**src/rtl/ctrl_pkg.sv**
```systemverilog
// Shared constants for the multicycle controller: opcodes, state encodings,
// ALU operation codes, mux select codes and trap causes.
package ctrl_pkg;

    localparam logic [5:0] OP_RTYPE = 6'h00;
    localparam logic [5:0] OP_LW    = 6'h23;
    localparam logic [5:0] OP_SW    = 6'h2B;
    localparam logic [5:0] OP_BEQ   = 6'h04;
    localparam logic [5:0] OP_ADDI  = 6'h08;

    typedef enum logic [3:0] {
        S_IDLE     = 4'd0,
        S_FETCH    = 4'd1,
        S_DECODE   = 4'd2,
        S_MEM_ADDR = 4'd3,
        S_MEM_RD   = 4'd4,
        S_MEM_WB   = 4'd5,
        S_MEM_WR   = 4'd6,
        S_EXEC_R   = 4'd7,
        S_WB_R     = 4'd8,
        S_BRANCH   = 4'd9,
        S_EXEC_I   = 4'd10,
        S_WB_I     = 4'd11,
        S_TRAP     = 4'd15
    } state_t;

    localparam logic [1:0] ALU_OP_ADD   = 2'b00;
    localparam logic [1:0] ALU_OP_SUB   = 2'b01;
    localparam logic [1:0] ALU_OP_FUNCT = 2'b10;

    localparam logic [1:0] SRC_B_REG = 2'b00;
    localparam logic [1:0] SRC_B_ONE = 2'b01;
    localparam logic [1:0] SRC_B_SX  = 2'b10;
    localparam logic [1:0] SRC_B_BR  = 2'b11;

    localparam logic [1:0] TRAP_NONE    = 2'b00;
    localparam logic [1:0] TRAP_ILLEGAL = 2'b01;
    localparam logic [1:0] TRAP_TIMEOUT = 2'b10;

    // States that hold a memory request open and are guarded by the watchdog.
    function automatic logic is_mem_state(input state_t s);
        return (s == S_FETCH) || (s == S_MEM_RD) || (s == S_MEM_WR);
    endfunction

endpackage

```
**src/rtl/ack_watchdog.sv**
```systemverilog
// Wait-cycle counter for memory handshakes; flags expiry on the last
// allowed wait cycle that passes without an ack.
module ack_watchdog #(
    parameter int ACK_TIMEOUT = 15,
    parameter int CNT_W       = 4
) (
    input  logic clk,
    input  logic rst,
    input  logic clear,
    input  logic wait_en,
    input  logic ack,
    output logic expire
);

    localparam logic [CNT_W-1:0] LAST_WAIT = CNT_W'(ACK_TIMEOUT - 1);

    logic [CNT_W-1:0] cnt;

    always_ff @(posedge clk or posedge rst) begin
        if (rst) begin
            cnt <= '0;
        end else if (clear) begin
            cnt <= '0;
        end else if (wait_en && !ack) begin
            cnt <= cnt + CNT_W'(1);
        end
    end

    // An ack arriving on the final wait cycle still completes the access.
    assign expire = wait_en && !ack && (cnt == LAST_WAIT);

endmodule

```
**src/rtl/multicycle_ctrl.sv**
```systemverilog
// Multicycle CPU control FSM: sequences fetch/decode/execute over a shared
// memory with req/ack handshake and traps on illegal opcodes or lost acks.
//
// state    | meaning
// ---------+------------------------------------------------------------
// IDLE     | halted between instructions, waiting for run
// FETCH    | read instruction at PC; on ack load IR and PC+1
// DECODE   | compute branch target into ALUOut, dispatch on opcode
// MEM_ADDR | ALUOut = rs + sx offset for lw/sw
// MEM_RD   | data read at ALUOut, wait for ack
// MEM_WB   | write MDR to Rt
// MEM_WR   | data write at ALUOut, wait for ack
// EXEC_R   | funct-decoded ALU op on rs, rt
// WB_R     | write ALUOut to Rd
// BRANCH   | compare rs, rt; load PC from ALUOut if equal
// EXEC_I   | rs + sx immediate
// WB_I     | write ALUOut to Rt
// TRAP     | halted with cause latched; only reset leaves
module multicycle_ctrl
    import ctrl_pkg::*;
#(
    parameter int ACK_TIMEOUT = 15,
    parameter int CNT_W       = 4
) (
    input  logic       clk,
    input  logic       rst,
    input  logic       run,
    input  logic [5:0] opcode,
    input  logic       mem_ack,
    output logic       pc_write,
    output logic       pc_write_cond,
    output logic       pc_source,
    output logic       i_or_d,
    output logic       mem_read,
    output logic       mem_write,
    output logic       ir_write,
    output logic       reg_dst,
    output logic       mem_to_reg,
    output logic       reg_write,
    output logic       alu_src_a,
    output logic [1:0] alu_src_b,
    output logic [1:0] alu_op,
    output logic       instr_retired,
    output logic       trap,
    output logic [1:0] trap_cause,
    output logic [3:0] state
);

    state_t state_q;
    state_t state_next;
    state_t boundary_state;
    logic   wd_expire;

    ack_watchdog #(
        .ACK_TIMEOUT(ACK_TIMEOUT),
        .CNT_W      (CNT_W)
    ) u_watchdog (
        .clk    (clk),
        .rst    (rst),
        .clear  (state_next != state_q),
        .wait_en(is_mem_state(state_q)),
        .ack    (mem_ack),
        .expire (wd_expire)
    );

    always_ff @(posedge clk or posedge rst) begin
        if (rst) begin
            state_q <= S_IDLE;
        end else begin
            state_q <= state_next;
        end
    end

    // Cause is latched on the transition into TRAP; DECODE only traps on opcode.
    always_ff @(posedge clk or posedge rst) begin
        if (rst) begin
            trap_cause <= TRAP_NONE;
        end else if (state_q != S_TRAP && state_next == S_TRAP) begin
            trap_cause <= (state_q == S_DECODE) ? TRAP_ILLEGAL : TRAP_TIMEOUT;
        end
    end

    assign boundary_state = run ? S_FETCH : S_IDLE;

    always_comb begin
        state_next = state_q;
        case (state_q)
            S_IDLE:     if (run) state_next = S_FETCH;
            S_FETCH: begin
                if (wd_expire)    state_next = S_TRAP;
                else if (mem_ack) state_next = S_DECODE;
            end
            S_DECODE: begin
                case (opcode)
                    OP_RTYPE:     state_next = S_EXEC_R;
                    OP_LW, OP_SW: state_next = S_MEM_ADDR;
                    OP_BEQ:       state_next = S_BRANCH;
                    OP_ADDI:      state_next = S_EXEC_I;
                    default:      state_next = S_TRAP;
                endcase
            end
            S_MEM_ADDR: state_next = (opcode == OP_SW) ? S_MEM_WR : S_MEM_RD;
            S_MEM_RD: begin
                if (wd_expire)    state_next = S_TRAP;
                else if (mem_ack) state_next = S_MEM_WB;
            end
            S_MEM_WR: begin
                if (wd_expire)    state_next = S_TRAP;
                else if (mem_ack) state_next = boundary_state;
            end
            S_EXEC_R:   state_next = S_WB_R;
            S_EXEC_I:   state_next = S_WB_I;
            S_MEM_WB, S_WB_R, S_BRANCH, S_WB_I: state_next = boundary_state;
            S_TRAP:     state_next = S_TRAP;
            default:    state_next = S_IDLE;
        endcase
    end

    always_comb begin
        pc_write      = 1'b0;
        pc_write_cond = 1'b0;
        pc_source     = 1'b0;
        i_or_d        = 1'b0;
        mem_read      = 1'b0;
        mem_write     = 1'b0;
        ir_write      = 1'b0;
        reg_dst       = 1'b0;
        mem_to_reg    = 1'b0;
        reg_write     = 1'b0;
        alu_src_a     = 1'b0;
        alu_src_b     = SRC_B_REG;
        alu_op        = ALU_OP_ADD;
        instr_retired = 1'b0;
        case (state_q)
            S_FETCH: begin
                mem_read  = 1'b1;
                alu_src_b = SRC_B_ONE;
                ir_write  = mem_ack;
                pc_write  = mem_ack;
            end
            S_DECODE: alu_src_b = SRC_B_BR;
            S_MEM_ADDR, S_EXEC_I: begin
                alu_src_a = 1'b1;
                alu_src_b = SRC_B_SX;
            end
            S_MEM_RD: begin
                mem_read = 1'b1;
                i_or_d   = 1'b1;
            end
            S_MEM_WB: begin
                reg_write     = 1'b1;
                mem_to_reg    = 1'b1;
                instr_retired = 1'b1;
            end
            S_MEM_WR: begin
                mem_write     = 1'b1;
                i_or_d        = 1'b1;
                instr_retired = mem_ack;
            end
            S_EXEC_R: begin
                alu_src_a = 1'b1;
                alu_op    = ALU_OP_FUNCT;
            end
            S_WB_R: begin
                reg_write     = 1'b1;
                reg_dst       = 1'b1;
                instr_retired = 1'b1;
            end
            S_BRANCH: begin
                alu_src_a     = 1'b1;
                alu_op        = ALU_OP_SUB;
                pc_write_cond = 1'b1;
                pc_source     = 1'b1;
                instr_retired = 1'b1;
            end
            S_WB_I: begin
                reg_write     = 1'b1;
                instr_retired = 1'b1;
            end
            default: ;
        endcase
    end

    assign trap  = (state_q == S_TRAP);
    assign state = state_q;

endmodule

```
**config.mk**
```make
export PLATFORM = sky130hd
export DESIGN_NAME = multicycle_ctrl
export DESIGN_NICKNAME = d
export VERILOG_FILES = /design/src/rtl/ctrl_pkg.sv /design/src/rtl/ack_watchdog.sv /design/src/rtl/multicycle_ctrl.sv
export SDC_FILE = /design/constraint.sdc
export NUM_CORES = 1
export LEC_CHECK = 0
export ABC_AREA = 1
export CAP_MARGIN = 20
export CORE_ASPECT_RATIO = 1.2
export CORE_UTILIZATION = 25
export CTS_BUF_LIST = sky130_fd_sc_hd__clkbuf_8
export CTS_CLUSTER_DIAMETER = 80
export CTS_CLUSTER_SIZE = 8
export DETAILED_ROUTE_END_ITERATION = 10
export PLACE_DENSITY = 0.52
export SETUP_SLACK_MARGIN = 0.1
export SLEW_MARGIN = 20
export SYNTH_ARGS = -nofsm -noshare
export SYNTH_HDL_FRONTEND = slang
export SYNTH_SLANG_ARGS = --single-unit
```
**constraint.sdc**
```tcl
create_clock -name clk -period 1.6 [get_ports clk]
set_input_delay 0.24 -clock clk [delete_from_list [all_inputs] [get_ports clk]]
set_output_delay 0.24 -clock clk [all_outputs]
set_load 0.05 [all_outputs]
```
### Word-level counts from Yosys, hierarchy flattened

Cells that the tools add are included.

* $add $sub $neg: 1
* reductions and logical operators: 16
* multiplexer cells: 26
* eq/ne operators: 20

Operators by type and width (number)
* 4-bit one-hot mux with 10 select lines: 1
* 4-bit two-way mux: 9
* 4-bit == test (second input constant): 7
* 4-bit by 3-bit == test with 1-bit output (second input constant): 4
* 4-bit one-hot mux with 4 select lines: 1
* 6-bit == test (second input constant): 2
* 1-bit two-way mux: 10
* 4-bit by 2-bit == test with 1-bit output (second input constant): 2
* 2-bit OR reduction: 4
* 4-bit OR reduction: 2
* 6-bit by 3-bit == test with 1-bit output (second input constant): 1
* 6-bit by 4-bit == test with 1-bit output (second input constant): 1
* 6-bit logical NOT: 1
* 2-bit one-hot mux with 3 select lines: 1
* 4-bit by 1-bit adder with 4-bit output (second input constant): 1
* 4-bit by 1-bit == test with 1-bit output (second input constant): 1
* 4-bit logical NOT: 1
* 2-bit two-way mux: 2
* 4-bit != test: 1
* 4-bit != test (second input constant): 1
* 2-bit one-hot mux with 2 select lines: 1
* 1-bit logical AND: 3
* 3-bit OR reduction: 1
* 1-bit logical OR: 2
* other kinds (3): 3

* bits of input ports: 10
* word-level logic and storage cells: 66
* bits in registers: 10
* output and inout bits: 23

### Depth between registers and ports, before layout

Gate-level depths: netlist of the first run.

* depth in word-level cells: 9
* depth in mapped cells: 12
* mapped depth without buffers: 12

### By module

A second synthesis of the first run with hierarchy kept.

* cells, all modules: 170
* area total of the unflattened synthesis: 991.0 µm²

By module, submodules not included
* multicycle_ctrl: area an instance 750.7 µm², seq. area each 150.1 µm², cells an instance 139, times used 1
* ack_watchdog: area an instance 240.2 µm², seq. area each 100.1 µm², cells an instance 31, times used 1

### Least setup slack after synthesis of the first run

Ideal clock, no wire load.

* path type: flip-flop to output port
* start point: reg state_q[1] (netlist: state[1])
* end point: out alu_src_a
* data arrival time: 2176 ps
* required time: 1360 ps
* cell stages (with the launch flop): 5
* slack: -816 ps
* cell sequence: dfrtp_1 > nand2_1 > nor2_1 > nor2_1 > nand2_1

* cells in the longest elaborated chain, start to end: 3
* elaborated cells between the ends (all ways): 6
* those cells by class: eq/ne: 4; mux: 1; reduce/logical: 1

RTL lines
* start: declaration: line multicycle_ctrl.sv:49 `state_t state_q;`
* start signal: assignment: line multicycle_ctrl.sv:70 `state_q <= state_next;`
* 4-bit == test, or another cell as far along: line multicycle_ctrl.sv:134 `case (state_q)`
* 4-bit OR reduction (no line) *
* 1-bit two-way mux *: line multicycle_ctrl.sv:134
* end: declaration: line multicycle_ctrl.sv:40 `output logic alu_src_a,`

Mark *: on every way between the ends. The rest lies on a longest branch, timed or not.

### Worst setup path after layout of the first run

* start point: reg state_q[3] (netlist: state[3])
* end point: out ir_write

* cells in the longest elaborated chain, start to end: 2

RTL lines
* 4-bit by 1-bit == test with 1-bit output: line multicycle_ctrl.sv:134
* 1-bit two-way mux: line multicycle_ctrl.sv:134
* end: declaration: line multicycle_ctrl.sv:36 `output logic ir_write,`

Every way passes these cells.

==> impl_summary.log, run 1 <==
INFO  metric drive_gt1_share = 63.9%
INFO  metric cts-htree-levels = 1
INFO  metric mappedNetlistNets = 159
INFO  metric die_area = 3800 um^2
INFO  metric io_buffers = 32
INFO  metric synth_area_leader_cell = dfrtp_1
INFO  metric cp.required = 1.36 ns
INFO  metric first_pass_grt_wire_length = a little over 5000 um
INFO  metric route.vias.total = about 1.2k
INFO  metric die_x = 56.5 um
INFO  metric routed_wire_length_per_instance = about 12 um
INFO  metric finalMaxSlewViolations = 0
INFO  metric detail_route.drc_violations = 0
INFO  metric antenna_violating_nets_post_route = 0
INFO  metric synth_warnings = 0
INFO  metric setup.worst_path.class = flip-flop to output pin
INFO  metric final_cell_count_no_fill = ~270
INFO  metric ratio_of_routed_vias_to_standard_cells = around 4.6
INFO  metric post_synth_main_area_contributors = dfrtp_1 28%, nand2_1 18%, nor2_1 12%
INFO  metric postLayoutSetupSlackWorst = -0.186 ns
INFO  metric die-height = approximately 67 um
INFO  metric layout_min_cycle_time = 1.79 ns
INFO  metric largest_net_degree_at_the_start_of_global_routing = 11
INFO  metric insertion_delay_of_the_later_clocked_pin_in_the_worst_skew_pair = 0.24 ns
INFO  metric critical_path_peak_fanout = 6
INFO  metric worst_reg2reg_path_length_in_cells = 12
INFO  metric drtPass1Iterations = 4
INFO  metric number_of_global_route_vias_before_repair = approximately 1.2k
INFO  metric power-per-cell-area = around 2100 nW/um^2
INFO  metric synthesis.instances = 147
INFO  metric num-fill-cells = 260
INFO  metric crit_arrival = between 1.5 and 2 ns
INFO  metric clk_transition_reported_paths = around 0.050 ns
INFO  metric setup_viol = 19
INFO  metric tritoncts = yes
INFO  metric place_congestion = 0.884
INFO  metric min_path_type = input port to asynchronous set/reset pin
INFO  metric synth.most_common_cell = nand2_1
INFO  metric origin_of_the_critical_flop_to_flop_path = state[3]
INFO  metric vdd.ir_drop.worst = between 1.5 and 2 mV
INFO  metric fmax = roughly 560 MHz
INFO  metric critical_path.endpoint_type = output pin
INFO  metric setup_repair_after_global_routing_missed_its_margin = yes
INFO  metric grt_overflow = 0
INFO  metric place.detailed.hpwl = about 2400 um
INFO  metric synth_top_area_share = roughly 28%
INFO  metric global_route_usage_over_all_layers = between 15 and 20%
INFO  metric run_status = finished with violations
INFO  metric synth-seq-area-share = around 28%
INFO  metric cts_made_buffers = 3
INFO  metric num_antenna_cells = 0
INFO  metric synth-edff-count = 0
INFO  metric multi_input_area = roughly 860 um^2
INFO  metric yosys-top-cells-count = 43 x nand2_1, 29 x nor2_1, 17 x inv_1
INFO  metric totalNegativeSetupSlack = -1.84 ns
INFO  metric clock_tree.buffer_depth = 2
INFO  metric cts.root.buffer_cell = clkbuf_8
INFO  metric netlist_area = between 800 and 900 um^2
INFO  metric num_rows = 23
INFO  metric final_hold_viol_count = 0
INFO  metric synth_top_flop_cell = dfrtp_1
INFO  metric drt_iter0_drc = 25
INFO  metric initial_core_util = between 20% and 30%
INFO  metric total_of_flip_flops_plus_latches_after_synthesis = 10
INFO  metric synthDistinctLibCells = 21
INFO  metric post-place-cells = around 240
INFO  metric leakage = between 0.001 and 0.0015 uW
INFO  metric synth_async_sr_flop_share = between 90% and 100%
INFO  metric routed_wirelength = between 3000 and 4000 um
INFO  metric core_region_area = roughly 3400 um^2
INFO  metric power = ~4800 uW
INFO  metric crit_path_start_kind = flip-flop
INFO  metric cap_violations = 0
INFO  metric syn_area_per_cell = between 6 and 7 um^2
INFO  metric register_area = 265 um^2
INFO  metric number_of_antenna_violations_at_the_first_check_in_global_routing = 0
INFO  metric area_growth = 154%
INFO  metric worst_slew_pin_slew = around 0.38 ns
INFO  metric max_clock_skew = ~0.0051 ns
INFO  metric io-pin-count = 33
INFO  metric violations = negative setup slack
INFO  metric worst_hold_slack = between 0.2 and 0.3 ns
INFO  metric cts_num_sinks = 10
INFO  metric cp-startpoint = state[3]
INFO  metric final_nets = 243
INFO  metric finalCritPeriodShare = 112%
INFO  metric slew_headroom = roughly three quarters
per-layer routing:
metal  share of wire [%]  routed length, um  track usage [%]  vias up
li1                    -                  -                -      627
met2                  55               1840             32.9       23
met1                  41               1370             20.0      582
met4                0.96                 32             4.27        0
met5                   0                  0                0        -
met3                 2.7                 89             2.87        4
power by group:
group / total [uW] / internal, uW / switching [uW] / leakage [uW]
combinational: 3980 / 1860 / 2120 / 0.000953
clock: 320 / 217 / 103 / 0.0000288
sequential: 532 / 354 / 178 / 0.000129
total: 4830 / 2430 / 2400 / 0.00111
state kept, by name (all words and copies together), names as in the netlist:
register        count
state               4
u_watchdog.cnt      4
trap_cause          2
metrics by stage:
step                util, %  area (um^2)  setup WS, ns
global route           67.0         2260        -0.218
detailed placement     54.0         1820        -0.105
floorplan                 -         1050       -0.0986
CTS                    62.5         2100        -0.146
global placement       54.0         1820       -0.0629
finish                 67.0         2260        -0.186
placed cells by master (no fill, tap or decap), types with 5 or more instances in the layout:
cell             instances
nand2_4                 13
nor2_1                  13
nand3_1                  5
buf_12                  21
clkdlybuf4s50_1          9
nor2_2                   8
inv_1                   14
dfrtp_1                  6
nor2_4                  12
nand2_1                 23
nand3_2                  6
nand2_2                 12
buf_4                   38
buf_6                   13
path summary, 6_finish.rpt:
| kind | endpoint | slack [ns] |
|---|---|---|
| setup reg to reg | u_watchdog.cnt[2] | -0.12 |
| setup / recovery | ir_write | -0.19 |
| min in group clk | trap_cause[1] | 0.49 |
| hold / removal | state[3] | 0.27 |
| max in group asynchronous | state[2] | 1.02 |
| hold reg to reg | trap_cause[1] | 0.49 |
what timing repair did:
item / in CTS / in global routing
pin swaps: 14 / 12
hold buffers: 0 / 0
resized for setup: 30 / 29
setup buffers: 14 / 8
setup endpoints to repair: 23 / 27
cell type report:
| cell class | count | area share [%] |
|---|---|---|
| clock buffers | 4 | 2.44 |
| inverters | 21 | 4.05 |
| multi-input cells | 114 | 37.9 |
| flip-flops and latches | 10 | 11.8 |
| well taps | 37 | 2.05 |
| repair buffers | 81 | 41.8 |
cell families (layout without fill, tap and decap cells):
group                      count (synthesis)  count (layout)  synth area share (%)
AOI/OAI and AO/OA                          8               8                  5.20
xor gates and xnor gates                   3               3                  2.95
adders and majority gates                  2               2                  2.81
buffers and inverters                     23             106                  10.5
DFF                                       10              10                  28.1
and+or+nand+nor                          101             101                  50.4
worst max-delay path, cell delays in order, from the launching register on:
cell and delay, ns:
dfrtp_4 0.56, nor2_4 0.20, nand2_4 0.07, buf_6 0.14, nor2_4 0.17, buf_12 0.16
Power figures use the tool's default switching activity.
==> inputs of run 2 (changes only) <==
--- a/config.mk
+++ b/config.mk
@@ -6,14 +6,15 @@
 export NUM_CORES = 1
 export LEC_CHECK = 0
 export ABC_AREA = 1
+export ABC_CLOCK_PERIOD_IN_PS = 1600
 export CAP_MARGIN = 20
 export CORE_ASPECT_RATIO = 1.2
-export CORE_UTILIZATION = 25
+export CORE_UTILIZATION = 45
 export CTS_BUF_LIST = sky130_fd_sc_hd__clkbuf_8
 export CTS_CLUSTER_DIAMETER = 80
 export CTS_CLUSTER_SIZE = 8
 export DETAILED_ROUTE_END_ITERATION = 10
-export PLACE_DENSITY = 0.52
+export PLACE_DENSITY = 0.83
 export SETUP_SLACK_MARGIN = 0.1
 export SLEW_MARGIN = 20
 export SYNTH_ARGS = -nofsm -noshare
==> run 2 against run 1 <==
The flow now stops in clock tree synthesis; synthesized cell count unchanged; area after synthesis unchanged.
==> impl_summary.log, run 2 <==
INFO  metric lastStage = clock tree synthesis
INFO  metric post-place-cells = 216 (-11%)
INFO  metric synth-seq-area-share = 28.1% (unchanged)
INFO  metric die_x = 42.6 um (-25%)
INFO  metric cts_post_setup_buffers_inserted = 13 (-1)
INFO  metric clock_tree.buffer_depth = 2 (unchanged)
INFO  metric num_rows = 17 (-26%)
INFO  metric synth.most_common_cell = nand2_1
INFO  metric cts.root.buffer_cell = clkbuf_8
INFO  metric synthesis.instances = 147 (unchanged)
INFO  metric yosys-top-cells-count = 43 x nand2_1, 29 x nor2_1, 17 x inv_1
INFO  metric cts-htree-levels = 1 (unchanged)
INFO  metric synth-edff-count = 0 (unchanged)
INFO  metric synth_top_area_share = 28.1% (unchanged)
INFO  metric place_congestion = 0.893 (+1.0%)
INFO  metric cts_resized = 42 (+40%)
INFO  metric synth_top_flop_cell = dfrtp_1
INFO  metric synth_area_leader_cell = dfrtp_1
INFO  metric syn_area_per_cell = 6.05 um^2 (unchanged)
INFO  metric synthDistinctLibCells = 21 (unchanged)
INFO  metric synth_warnings = 0 (unchanged)
INFO  metric initial_core_util = 48.1% (+22 points)
INFO  metric error = [ERROR DPL-0038] Utilization greater than 100%, impossible to legalize
INFO  metric io-pin-count = 33 (unchanged)
INFO  metric netlist_area = 890 um^2 (unchanged)
INFO  metric post_synth_main_area_contributors = dfrtp_1 28%, nand2_1 18%, nor2_1 12%
INFO  metric dp_slack = -0.293 ns (-0.188 ns)
INFO  metric cts_hold_buf = 0 (unchanged)
INFO  metric cts_num_sinks = 10 (unchanged)
INFO  metric io_buffers = 32 (unchanged)
INFO  metric cts_made_buffers = 3 (unchanged)
INFO  metric place.detailed.hpwl = 2870 um (+20%)
INFO  metric die-height = 50.7 um (-25%)
INFO  metric synth_async_sr_flop_share = 100% (unchanged)
INFO  metric total_of_flip_flops_plus_latches_after_synthesis = 10 (unchanged)
INFO  metric run_status = stopped before the end
INFO  metric mappedNetlistNets = 159 (unchanged)
-- run 2: per-stage QoR --
stage / hold slack [ns] / utilization [%] / cell area (um^2)
after detailed placement: 0.460 / 93.4 / 1730
after global placement: 0.455 / 93.4 / 1730
after floorplan: 0.0803 / - / 1050
-- run 2: kinds of logic after synthesis --
family	after synthesis	synth area share, %
AOI/OAI and AO/OA	8	5.20
DFF	10	28.1
adders and majority gates	2	2.81
and+or+nand+nor	101	50.4
buffers and inverters	23	10.5
xor gates and xnor gates	3	2.95
==> inputs of run 3 (changes only) <==
--- a/config.mk
+++ b/config.mk
@@ -8,14 +8,10 @@
 export ABC_AREA = 1
 export ABC_CLOCK_PERIOD_IN_PS = 1600
 export CAP_MARGIN = 20
-export CORE_ASPECT_RATIO = 1.2
-export CORE_UTILIZATION = 45
-export CTS_BUF_LIST = sky130_fd_sc_hd__clkbuf_8
-export CTS_CLUSTER_DIAMETER = 80
-export CTS_CLUSTER_SIZE = 8
+export CORE_AREA = 2 2 63 65
 export DETAILED_ROUTE_END_ITERATION = 10
-export PLACE_DENSITY = 0.83
-export SETUP_SLACK_MARGIN = 0.1
+export DIE_AREA = 0 0 65 67
+export PLACE_DENSITY_LB_ADDON = 0.15
 export SLEW_MARGIN = 20
 export SYNTH_ARGS = -nofsm -noshare
 export SYNTH_HDL_FRONTEND = slang
==> run 3 against run 2 <==
The flow now finishes, with violations (negative setup slack).
==> impl_summary.log, run 3 (same netlist as run 1, synthesis figures left out) <==
INFO  metric clock_tree.buffer_depth = 2 (unchanged)
INFO  metric setup_viol = 14
INFO  metric min_path_type = input port to asynchronous set/reset pin
INFO  metric timing.critical_path.slowest_stage_cell = dfrtp_4
INFO  metric place_congestion = 0.733 (-18%)
INFO  metric slew_headroom = between 70% and 80%
INFO  metric power = 4390 uW
INFO  metric die_area = ~4400 um^2
INFO  metric violations = negative setup slack
INFO  metric detail_route.drc_violations = 0
INFO  metric io-pin-count = 33 (unchanged)
INFO  metric finalMaxSlewViolations = 0
INFO  metric post-place-cells = 251 (+16%)
INFO  metric totalNegativeSetupSlack = -1.29 ns
INFO  metric largest_net_degree_at_the_start_of_global_routing = 11
INFO  metric cts_hold_buf = 0 (unchanged)
INFO  metric setup.reg_to_reg.worst_slack = -0.10 ns
INFO  metric worst_path_largest_cell_delay = around 0.54 ns
INFO  metric worst_reg2reg_path_length_in_cells = 12
INFO  metric layout_min_cycle_time = between 1.5 and 2 ns
INFO  metric setup_repair_after_global_routing_missed_its_margin = yes
INFO  metric crit-reg2reg-capture = u_watchdog.cnt[0]
INFO  metric cts_num_sinks = 10 (unchanged)
INFO  metric ratio_of_routed_vias_to_standard_cells = ~4.4
INFO  metric critical_path_peak_fanout = 7
INFO  metric final_cell_count_no_fill = roughly 270
INFO  metric final_common_cell = buf_4
INFO  metric finalCritPeriodShare = 109%
INFO  metric grt_overflow = 0
INFO  metric fmax = about 570 MHz
INFO  metric number_of_antenna_violations_at_the_first_check_in_global_routing = 0
INFO  metric dp_slack = -0.122 ns (+0.171 ns)
INFO  metric run_status = finished with violations
INFO  metric drive_gt1_share = approximately 60%
INFO  metric number_of_global_route_vias_before_repair = approximately 1.2k
INFO  metric first_pass_grt_wire_length = 5370 um
INFO  metric cts.root.buffer_cell = clkbuf_8
INFO  metric critical_path.cell_chain = buf_4 -> nor2_4 -> nand2_2 -> buf_4 -> nand2_2 -> buf_12
INFO  metric cp.required = between 1 and 1.5 ns
INFO  metric critical_path.endpoint_type = output pin
INFO  metric final_hold_viol_count = 0
INFO  metric cts_made_buffers = 3 (unchanged)
INFO  metric routed_wire_length_per_instance = 11.9 um
INFO  metric cts-htree-levels = 1 (unchanged)
INFO  metric drtPass1Iterations = 4
INFO  metric placement_stage_cell_area = 1770 um^2 (+2.6%)
INFO  metric num_antenna_cells = 0
INFO  metric routed_wirelength = 3200 um
INFO  metric antenna_violating_nets_post_route = 0
INFO  metric power-per-cell-area = between 2000 and 2500 nW/um^2
INFO  metric postLayoutSetupSlackWorst = -0.148 ns
INFO  metric num-fill-cells = 339
INFO  metric setup.worst_path.class = flip-flop to output pin
INFO  metric cp-startpoint = state[0]
INFO  metric final_nets = 233
INFO  metric global_route_usage_over_all_layers = between 10% and 20%
INFO  metric io_buffers = 32 (unchanged)
INFO  metric cap_violations = 0
INFO  metric max_clock_skew = about 0.0018 ns
INFO  metric crit_path_start_kind = flip-flop
INFO  metric num_rows = 22 (+5)
INFO  metric die_x = 65 um (+53%)
INFO  metric tritoncts = yes
INFO  metric die-height = 67 um (+32%)
INFO  metric core_region_area = about 3600 um^2
INFO  metric drt_iter0_drc = 29
INFO  metric final_cell_mix = 37 x buf_4, 22 x nand2_1, 21 x nand2_2
INFO  metric area_growth = 133%
INFO  metric clk_transition_reported_paths = approximately 0.050 ns
INFO  metric origin_of_the_critical_flop_to_flop_path = state[2]
INFO  metric design_area = between 2000 and 2500 um^2
INFO  metric insertion_delay_of_the_later_clocked_pin_in_the_worst_skew_pair = about 0.24 ns
INFO  metric worst_slew_pin_slew = between 0.3 and 0.4 ns
INFO  metric place.detailed.hpwl = 2470 um (-14%)
INFO  metric initial_core_util = 24.7% (-23 points)
INFO  metric leakage = between 0.0009 and 0.001 uW
INFO  metric vdd.ir_drop.worst = roughly 1.2 mV
INFO  metric route.vias.total = approximately 1.2k
INFO  metric crit_arrival = 1.51 ns
-- run 3: through the flow --
step / hold slack, ns / util [%]
finish: 0.290 / 57.4
global route: 0.332 / 57.4
CTS: 0.311 / 54.6
detailed placement: 0.461 / 49.2
global placement: 0.455 / 49.2
floorplan: 0.0801 / -
-- run 3: worst max path at each step --
stage                        end  depth (start not counted)
2_1_floorplan            reg_dst                          3
3_3_place_gp   u_watchdog.cnt[2]                         11
3_5_place_dp   u_watchdog.cnt[3]                         11
4_1_cts            instr_retired                          7
5_1_grt        u_watchdog.cnt[0]                         12
6_report                mem_read                          6
-- run 3: what timing repair did --
action	CTS	global route
setup buffers	10	4
pin swaps	13	15
endpoints found under the setup margin	17	19
gates resized for setup	23	20
-- run 3: per-layer routing --
layer	track usage [%]	up-vias	part of all wire, %
met5	0	-	0
met4	4.79	0	0.94
met3	4.05	4	6.1
met2	28.7	28	52
met1	18.7	527	41
li1	-	608	-
-- run 3: worst max-delay path: cells and delay by family, from the launching register on --
family / cells / cell delay, ns
buffers and inverters: 3 / 0.46
DFF: 1 / 0.54
and+or+nand+nor: 3 / 0.27
-- run 3: cell type report --
class | count | area, um^2 | share of cell area, %
repair buffers | 71 | 825 | 39.8
multi-input cells | 114 | 793 | 38.3
flip-flops and latches | 10 | 260 | 12.6
inverters | 21 | 86.3 | 4.17
well taps | 48 | 60.1 | 2.90
clock buffers | 4 | 45.0 | 2.18
-- run 3: power by group --
group          internal [uW]  switching, uW  total [uW]
sequential               343            154         497
combinational           1620           1990        3620
clock                    175           99.5         274
